`config.mk`:
```
export PLATFORM = sky130hd
export DESIGN_NAME = inst_fetch_unit_flat
export DESIGN_NICKNAME = d
export VERILOG_FILES = /design/src/rtl/inst_fetch_unit_if.sv /design/src/rtl/inst_fetch_unit.sv /design/src/flat_wrapper.sv
export SDC_FILE = /design/constraint.sdc
export NUM_CORES = 1
export LEC_CHECK = 0
export ABC_AREA = 1
export BUFFER_PORTS_ARGS = -buffer_cell sky130_fd_sc_hd__buf_2
export CORE_MARGIN = 2
export CORE_UTILIZATION = 61
export CTS_CLUSTER_SIZE = 12
export DETAILED_ROUTE_END_ITERATION = 8
export PLACE_DENSITY = 0.83
export SYNTH_ARGS = -nofsm -noshare
export SYNTH_HDL_FRONTEND = slang
export SYNTH_SLANG_ARGS = --single-unit
```
`constraint.sdc`:
```
create_clock -name clk_in -period 5.8 [get_ports clk_in]
set_input_delay 1.16 -clock clk_in [delete_from_list [all_inputs] [get_ports clk_in]]
set_output_delay 1.16 -clock clk_in [all_outputs]
set_load 0.05 [all_outputs]
```
`src/rtl/inst_fetch_unit_if.sv`:
```
// Bus bundle for the instruction fetch unit: memory-controller burst side,
// redirect input and the decode-facing instruction stream.
interface inst_fetch_unit_if;
    logic        rdy_in;
    logic        mem_available_in;
    logic        mem_enable_out;
    logic [31:0] mem_addr_out;
    logic        mem_reset_out;
    logic        mem_word_done_in;
    logic [31:0] mem_inst_in;
    logic        mem_end_in;
    logic        redirect_in;
    logic [31:0] redirect_pc_in;
    logic        inst_valid_out;
    logic [31:0] inst_out;
    logic [31:0] pc_out;
    logic        inst_ready_in;

    modport master (
        input  rdy_in, mem_available_in, mem_word_done_in, mem_inst_in, mem_end_in,
        input  redirect_in, redirect_pc_in, inst_ready_in,
        output mem_enable_out, mem_addr_out, mem_reset_out,
        output inst_valid_out, inst_out, pc_out
    );

    modport slave (
        output rdy_in, mem_available_in, mem_word_done_in, mem_inst_in, mem_end_in,
        output redirect_in, redirect_pc_in, inst_ready_in,
        input  mem_enable_out, mem_addr_out, mem_reset_out,
        input  inst_valid_out, inst_out, pc_out
    );
endinterface

```
`src/rtl/inst_fetch_unit.sv`:
```
// Instruction fetch: one line buffer filled by a line-aligned burst, words streamed
// to decode as they land; redirects restart fetch and abort bursts for other lines.
module inst_fetch_unit #(
    parameter int unsigned LINE_INSTS = 16,
    parameter logic [31:0] RESET_PC   = 32'h0000_0000
) (
    input  logic              clk_in,
    input  logic              rst_n_in,
    inst_fetch_unit_if.master bus
);
    localparam int unsigned      IDX_W    = $clog2(LINE_INSTS);
    localparam int unsigned      OFF_W    = IDX_W + 2;
    localparam logic [31:0]      OFF_MASK = 32'(LINE_INSTS * 4 - 1);
    localparam logic [IDX_W-1:0] LAST_IDX = IDX_W'(LINE_INSTS - 1);

    typedef enum logic [1:0] { IDLE, REQ, FILL, DRAIN } state_t;

    function automatic logic [31:0] line_base(input logic [31:0] a);
        return a & ~OFF_MASK;
    endfunction

    state_t                state, state_nxt;
    logic [31:0]           pc, pc_nxt;
    logic [31:0]           tag, tag_nxt;
    logic [LINE_INSTS-1:0] valid, valid_nxt;
    logic [IDX_W-1:0]      k, k_nxt;
    logic                  mem_enable, mem_enable_nxt;
    logic [31:0]           mem_addr, mem_addr_nxt;
    logic                  mem_reset, mem_reset_nxt;
    logic                  buf_we;
    logic [31:0]           line_buf [LINE_INSTS];

    logic                  vld_p1, vld_p1_nxt;
    logic [31:0]           inst_p1, inst_p1_nxt;
    logic [31:0]           pc_p1, pc_p1_nxt;

    logic                  advance, la_hit;
    logic [31:0]           la, la_base, redir_pc, redir_base;
    logic [IDX_W-1:0]      la_idx;

    // Lookup address: the word after the current one when decode takes it this cycle.
    always_comb begin
        advance    = vld_p1 && bus.inst_ready_in;
        la         = advance ? pc + 32'd4 : pc;
        la_base    = line_base(la);
        la_idx     = la[OFF_W-1:2];
        la_hit     = (la_base == tag) && valid[la_idx];
        redir_pc   = bus.redirect_pc_in & ~32'd3;
        redir_base = line_base(redir_pc);
    end

    // Output stage p1: registered word/pc presented to decode.
    always_comb begin
        pc_nxt      = pc;
        vld_p1_nxt  = vld_p1;
        inst_p1_nxt = inst_p1;
        pc_p1_nxt   = pc_p1;
        if (bus.redirect_in) begin
            pc_nxt     = redir_pc;
            vld_p1_nxt = 1'b0;
        end else if (!(vld_p1 && !bus.inst_ready_in)) begin
            pc_nxt     = la;
            vld_p1_nxt = la_hit;
            if (la_hit) begin
                inst_p1_nxt = line_buf[la_idx];
                pc_p1_nxt   = la;
            end
        end
    end

    always_comb begin
        state_nxt      = state;
        tag_nxt        = tag;
        valid_nxt      = valid;
        k_nxt          = k;
        mem_enable_nxt = mem_enable;
        mem_addr_nxt   = mem_addr;
        mem_reset_nxt  = 1'b0;
        buf_we         = 1'b0;
        unique case (state)
            IDLE: begin
                if (!bus.redirect_in && !la_hit) begin
                    state_nxt = REQ;
                    valid_nxt = '0;
                    tag_nxt   = la_base;
                end
            end
            REQ: begin
                // A redirect before the burst starts just retargets the pending request.
                if (bus.redirect_in && redir_base != tag) begin
                    tag_nxt = redir_base;
                end else if (bus.mem_available_in) begin
                    mem_enable_nxt = 1'b1;
                    mem_addr_nxt   = tag;
                    k_nxt          = '0;
                    state_nxt      = FILL;
                end
            end
            FILL: begin
                if (bus.redirect_in && redir_base != tag) begin
                    mem_enable_nxt = 1'b0;
                    mem_reset_nxt  = 1'b1;
                    valid_nxt      = '0;
                    state_nxt      = DRAIN;
                end else begin
                    if (bus.mem_word_done_in) begin
                        buf_we       = 1'b1;
                        valid_nxt[k] = 1'b1;
                        k_nxt        = k + IDX_W'(1);
                    end
                    if ((bus.mem_word_done_in && k == LAST_IDX) || bus.mem_end_in) begin
                        mem_enable_nxt = 1'b0;
                        state_nxt      = DRAIN;
                    end
                end
            end
            DRAIN: begin
                if (bus.mem_available_in) state_nxt = IDLE;
            end
            default: state_nxt = IDLE;
        endcase
    end

    always_ff @(posedge clk_in or negedge rst_n_in) begin
        if (!rst_n_in) begin
            state      <= IDLE;
            pc         <= RESET_PC;
            tag        <= '0;
            valid      <= '0;
            k          <= '0;
            mem_enable <= 1'b0;
            mem_addr   <= '0;
            mem_reset  <= 1'b0;
            vld_p1     <= 1'b0;
            inst_p1    <= '0;
            pc_p1      <= '0;
        end else if (bus.rdy_in) begin
            state      <= state_nxt;
            pc         <= pc_nxt;
            tag        <= tag_nxt;
            valid      <= valid_nxt;
            k          <= k_nxt;
            mem_enable <= mem_enable_nxt;
            mem_addr   <= mem_addr_nxt;
            mem_reset  <= mem_reset_nxt;
            vld_p1     <= vld_p1_nxt;
            inst_p1    <= inst_p1_nxt;
            pc_p1      <= pc_p1_nxt;
        end
    end

    // Line storage carries no reset; the valid bits qualify every entry.
    always_ff @(posedge clk_in) begin
        if (bus.rdy_in && buf_we) line_buf[k] <= bus.mem_inst_in;
    end

    assign bus.mem_enable_out = mem_enable;
    assign bus.mem_addr_out   = mem_addr;
    assign bus.mem_reset_out  = mem_reset;
    assign bus.inst_valid_out = vld_p1;
    assign bus.inst_out       = inst_p1;
    assign bus.pc_out         = pc_p1;
endmodule

```
`src/flat_wrapper.sv`:
```
// flat-port wrapper written by rule: the top's interface ports become plain ports
module inst_fetch_unit_flat 
#(
    parameter int unsigned LINE_INSTS = 16,
    parameter logic [31:0] RESET_PC   = 32'h0000_0000
)
  (clk_in, rst_n_in, bus_rdy_in, bus_mem_available_in, bus_mem_word_done_in, bus_mem_inst_in, bus_mem_end_in, bus_redirect_in, bus_redirect_pc_in, bus_inst_ready_in, bus_mem_enable_out, bus_mem_addr_out, bus_mem_reset_out, bus_inst_valid_out, bus_inst_out, bus_pc_out);
  inst_fetch_unit_if bus_i ();
  input  logic clk_in;
  input  logic rst_n_in;
  input wire logic [$bits(bus_i.rdy_in)-1:0] bus_rdy_in;
  input wire logic [$bits(bus_i.mem_available_in)-1:0] bus_mem_available_in;
  input wire logic [$bits(bus_i.mem_word_done_in)-1:0] bus_mem_word_done_in;
  input wire logic [$bits(bus_i.mem_inst_in)-1:0] bus_mem_inst_in;
  input wire logic [$bits(bus_i.mem_end_in)-1:0] bus_mem_end_in;
  input wire logic [$bits(bus_i.redirect_in)-1:0] bus_redirect_in;
  input wire logic [$bits(bus_i.redirect_pc_in)-1:0] bus_redirect_pc_in;
  input wire logic [$bits(bus_i.inst_ready_in)-1:0] bus_inst_ready_in;
  output wire logic [$bits(bus_i.mem_enable_out)-1:0] bus_mem_enable_out;
  output wire logic [$bits(bus_i.mem_addr_out)-1:0] bus_mem_addr_out;
  output wire logic [$bits(bus_i.mem_reset_out)-1:0] bus_mem_reset_out;
  output wire logic [$bits(bus_i.inst_valid_out)-1:0] bus_inst_valid_out;
  output wire logic [$bits(bus_i.inst_out)-1:0] bus_inst_out;
  output wire logic [$bits(bus_i.pc_out)-1:0] bus_pc_out;
  assign bus_i.rdy_in = bus_rdy_in;
  assign bus_i.mem_available_in = bus_mem_available_in;
  assign bus_i.mem_word_done_in = bus_mem_word_done_in;
  assign bus_i.mem_inst_in = bus_mem_inst_in;
  assign bus_i.mem_end_in = bus_mem_end_in;
  assign bus_i.redirect_in = bus_redirect_in;
  assign bus_i.redirect_pc_in = bus_redirect_pc_in;
  assign bus_i.inst_ready_in = bus_inst_ready_in;
  assign bus_mem_enable_out = bus_i.mem_enable_out;
  assign bus_mem_addr_out = bus_i.mem_addr_out;
  assign bus_mem_reset_out = bus_i.mem_reset_out;
  assign bus_inst_valid_out = bus_i.inst_valid_out;
  assign bus_inst_out = bus_i.inst_out;
  assign bus_pc_out = bus_i.pc_out;
  inst_fetch_unit #(.LINE_INSTS(LINE_INSTS), .RESET_PC(RESET_PC)) u_core (.clk_in(clk_in), .rst_n_in(rst_n_in), .bus(bus_i));
endmodule
```
==> flow_summary.toml <==
[sta]
fin_crit_ns = 4.98
setup_slack_ns = 0.817
final-hold-violation-count = 0
rsz0062_at_grt = "no"
tightest_slew_ns = 1.24
setup_viol = 0
skew_ns = 0.0171
tns_ns = 0
drv_slew = 0
max_freq_ghz = 0.201
slew_headroom_pct = 16.7
period_share_pct = 85.9

[power]
report.power.total_mw = 12.8
leakage_nw = 12.9
ir_drop_mv = 0.284
p_per_area_nw_per_um2 = 383

[layout]
finalNetCount = 3070
drive_gt1_share_pct = 11.7
postLayoutCellArea_um2 = 33500
register_area_um2 = 19600
final_common_cell = "edfxtp_1"
layout_common_cells = "edfxtp_1 (512), nand2_1 (479), o21ai_0 (423)"
nFillCells = 3269
multiInputGateArea_um2 = 8650
final_util_pct = 70.0
area_delta_synth_final_pct = 12.9

[worst_setup_path]
arrival_ns = 5.54
crit_type = "in -> reg"
reg2reg_from = "u_core.pc[3]$_DFFE_PN0P_"
startpoint_type = "primary input"
reg2reg_to = "u_core.tag[23]$_DFFE_PN0P_"
critPathMaxFanout = 44
reg2reg_slack_ns = 0.83
reg2reg_depth = 17
cp-end-kind = "flip-flop"
critical_path_required_ns = 6.35

[worst_hold_path]
min_from = "u_core.bus.mem_addr_out[19]$_DFFE_PN0P_"
hold_path.class = "reg -> reg"
hold_end = "u_core.bus.mem_addr_out[19]$_DFFE_PN0P_"
hold_depth = 2

[yosys]
synth_ff_type = "edfxtp_1"
ys_top_cells_by_area = "edfxtp_1 (52%), dfrtp_1 (14%), o21ai_0 (7.1%), nand2_1 (6.1%), nor2_1 (4.6%)"
yosysSeqAreaShare_pct = 66.1
synth-seq-cells = 681
synth_edf_count = 512
synth_cells = 2864
synth_cell_types = 41
synthArstFlopShare_pct = 24.8
netlist.area_leader.share_pct = 51.8
synth_area_um2 = 29700
synth.largest_area_cell = "edfxtp_1"
yosysWarnings = 0
avgSynthCellArea_um2 = 10.4

[place]
place_congestion = 0.951
pre_cts_slack_ns = 0.232
port_buffers = 160
hpwl_um = 48500
place_area_um2 = 31200

[grt]
grt_pass1_vias = 22241
antenna_found_initial = 12
grt_pass1_wl_um = 126000
track_usage_pct = 33.0
grt_start_max_net_pins = 257
overflow = 0

[drt]
ant_nets = 0
drc = 0
firstDrtPassIters = 6
avgRoutedWirePerCell_um = 22.8
drt-initial-drc-count = 2819
finalWirelength_um = 83700
vias = 23087
vias_per_cell = 6.30

[clock_network]
clk-insertion-delay-late_ns = 0.63
htreeDepth = 3
cts_setup_buffers = 0
cts_hold_buffers = 0
cts-buffers-inserted = 73
cts_tree = "yes"
clockBufferDepth = 3
cts_root_buf = "clkbuf_16"
post_cts_resized = 0
cts_sinks = 681
clkTransAtPathRegs_ns = 0.06

[die]
ios = 171
rows = 80
fp.dieArea_um2 = 50400
die_x_um = 225
initial_core_util_pct = 62.0
core_um2 = 47800
fp.dieH_um = 225

[status]
status = "completed"

[flow_run]
max_cap_viol_count = 0
-- registers in the layout, summed over array words and instances, names as in the netlist --
register / count
u_core.bus.inst_valid_out: 1
u_core.valid: 16
u_core.state: 2
u_core.bus.inst_out: 32
u_core.tag: 26
u_core.bus.mem_enable_out: 1
u_core.pc: 30
u_core.bus.mem_reset_out: 1
u_core.bus.mem_addr_out: 26
u_core.bus.pc_out: 30
u_core.line_buf: 512
u_core.k: 4
-- power breakdown --
part	switching, mW	internal (mW)
Sequential	0.211	5.49
Clock	1.90	2.63
Combinational	1.94	0.657
Total	4.06	8.77
-- cell usage after synthesis, types with 2 or more instances --
cell type  count
nor2_1       363
o21a_1         2
o21ai_1       50
nor4_1         3
nor2_4         6
nand3_1      142
xor2_1         4
nand4_1       57
o211ai_1      35
buf_1          7
nand2_2        7
clkinv_1       2
clkbuf_1     140
o221ai_1      34
buf_6          8
ha_1           9
buf_2          5
o21ai_0      423
nor2_2         4
xnor2_1        2
buf_4         10
dfrtp_1      169
inv_2          3
nor3_1         4
nand2_1      479
o22ai_1       94
edfxtp_1     512
inv_1        236
or2_2          5
a21oi_1       37
o21ai_2        2
-- worst max path at each step --
stage                                        start  cells after the start  slack [ns]                               to
final                            bus_inst_ready_in                     17        0.82       u_core.tag[23]$_DFFE_PN0P_
after floorplan             bus_redirect_pc_in[24]                      8        0.09  u_core.line_buf[3][0]$_DFFE_PP_
after CTS                 u_core.pc[3]$_DFFE_PN0P_                     17        0.90       u_core.tag[30]$_DFFE_PN0P_
after global routing      u_core.pc[3]$_DFFE_PN0P_                     17        0.60       u_core.tag[23]$_DFFE_PN0P_
after global placement           bus_inst_ready_in                     17        0.41       u_core.tag[22]$_DFFE_PN0P_
after detailed placement         bus_inst_ready_in                     17        0.23       u_core.tag[30]$_DFFE_PN0P_
-- metrics by stage --
stage | instances | hold slack (ns)
5_1_grt | 3666 | 0.501
6_report | 3666 | 0.476
2_1_floorplan | 2871 | 0.442
3_5_place_dp | 3529 | 0.459
3_3_place_gp | 3529 | 0.454
4_1_cts | 3661 | 0.472
-- per-layer routing --
metal	vias up	wire length (µm)	part of all wire [%]	GRT usage, %
li1	10222	-	-	-
met1	11034	30500	36	42.0
met2	1519	40500	48	54.5
met3	300	8360	10	6.26
met4	12	4200	5.0	17.1
met5	-	84	0.10	0
-- area by class of cell --
cell class	count	share of cell area (%)
timing repair buffer	213	3.67
inverter	241	2.72
multi-input combinational	1779	25.8
tap	615	2.30
antenna	5	0.0373
sequential	681	58.5
clock buffer	107	5.93
clock inverter	25	1.03
-- critical path, cell delays in order --
cell and delay (ns):
buf_2 0.12, nand2_2 0.14, o21ai_4 0.97, clkinv_2 0.78, nand3_1 0.31, nand3_1 0.11
nand3_1 0.22, nand2_1 0.08, nand3b_1 0.16, nor2_1 0.12, nand2_1 0.13, nand2_1 0.09
nand2_1 0.07, buf_4 0.27, nand2_2 0.57, nand2_1 0.10, nand2_1 0.10
-- kinds of logic (layout without fill, tap and decap cells) --
family	count (synthesis)	in the layout	share of synthesized area, %
AOI/OAI and AO/OA	680	680	12.7
xor gates and xnor gates	7	7	0.232
adders and majority gates	9	9	0.380
buffers and inverters	411	586	5.55
DFF	681	681	66.1
other	1	13	0.0126
and+or+nand+nor	1075	1075	15.1
No activity file was read; power rests on OpenSTA's default activity.
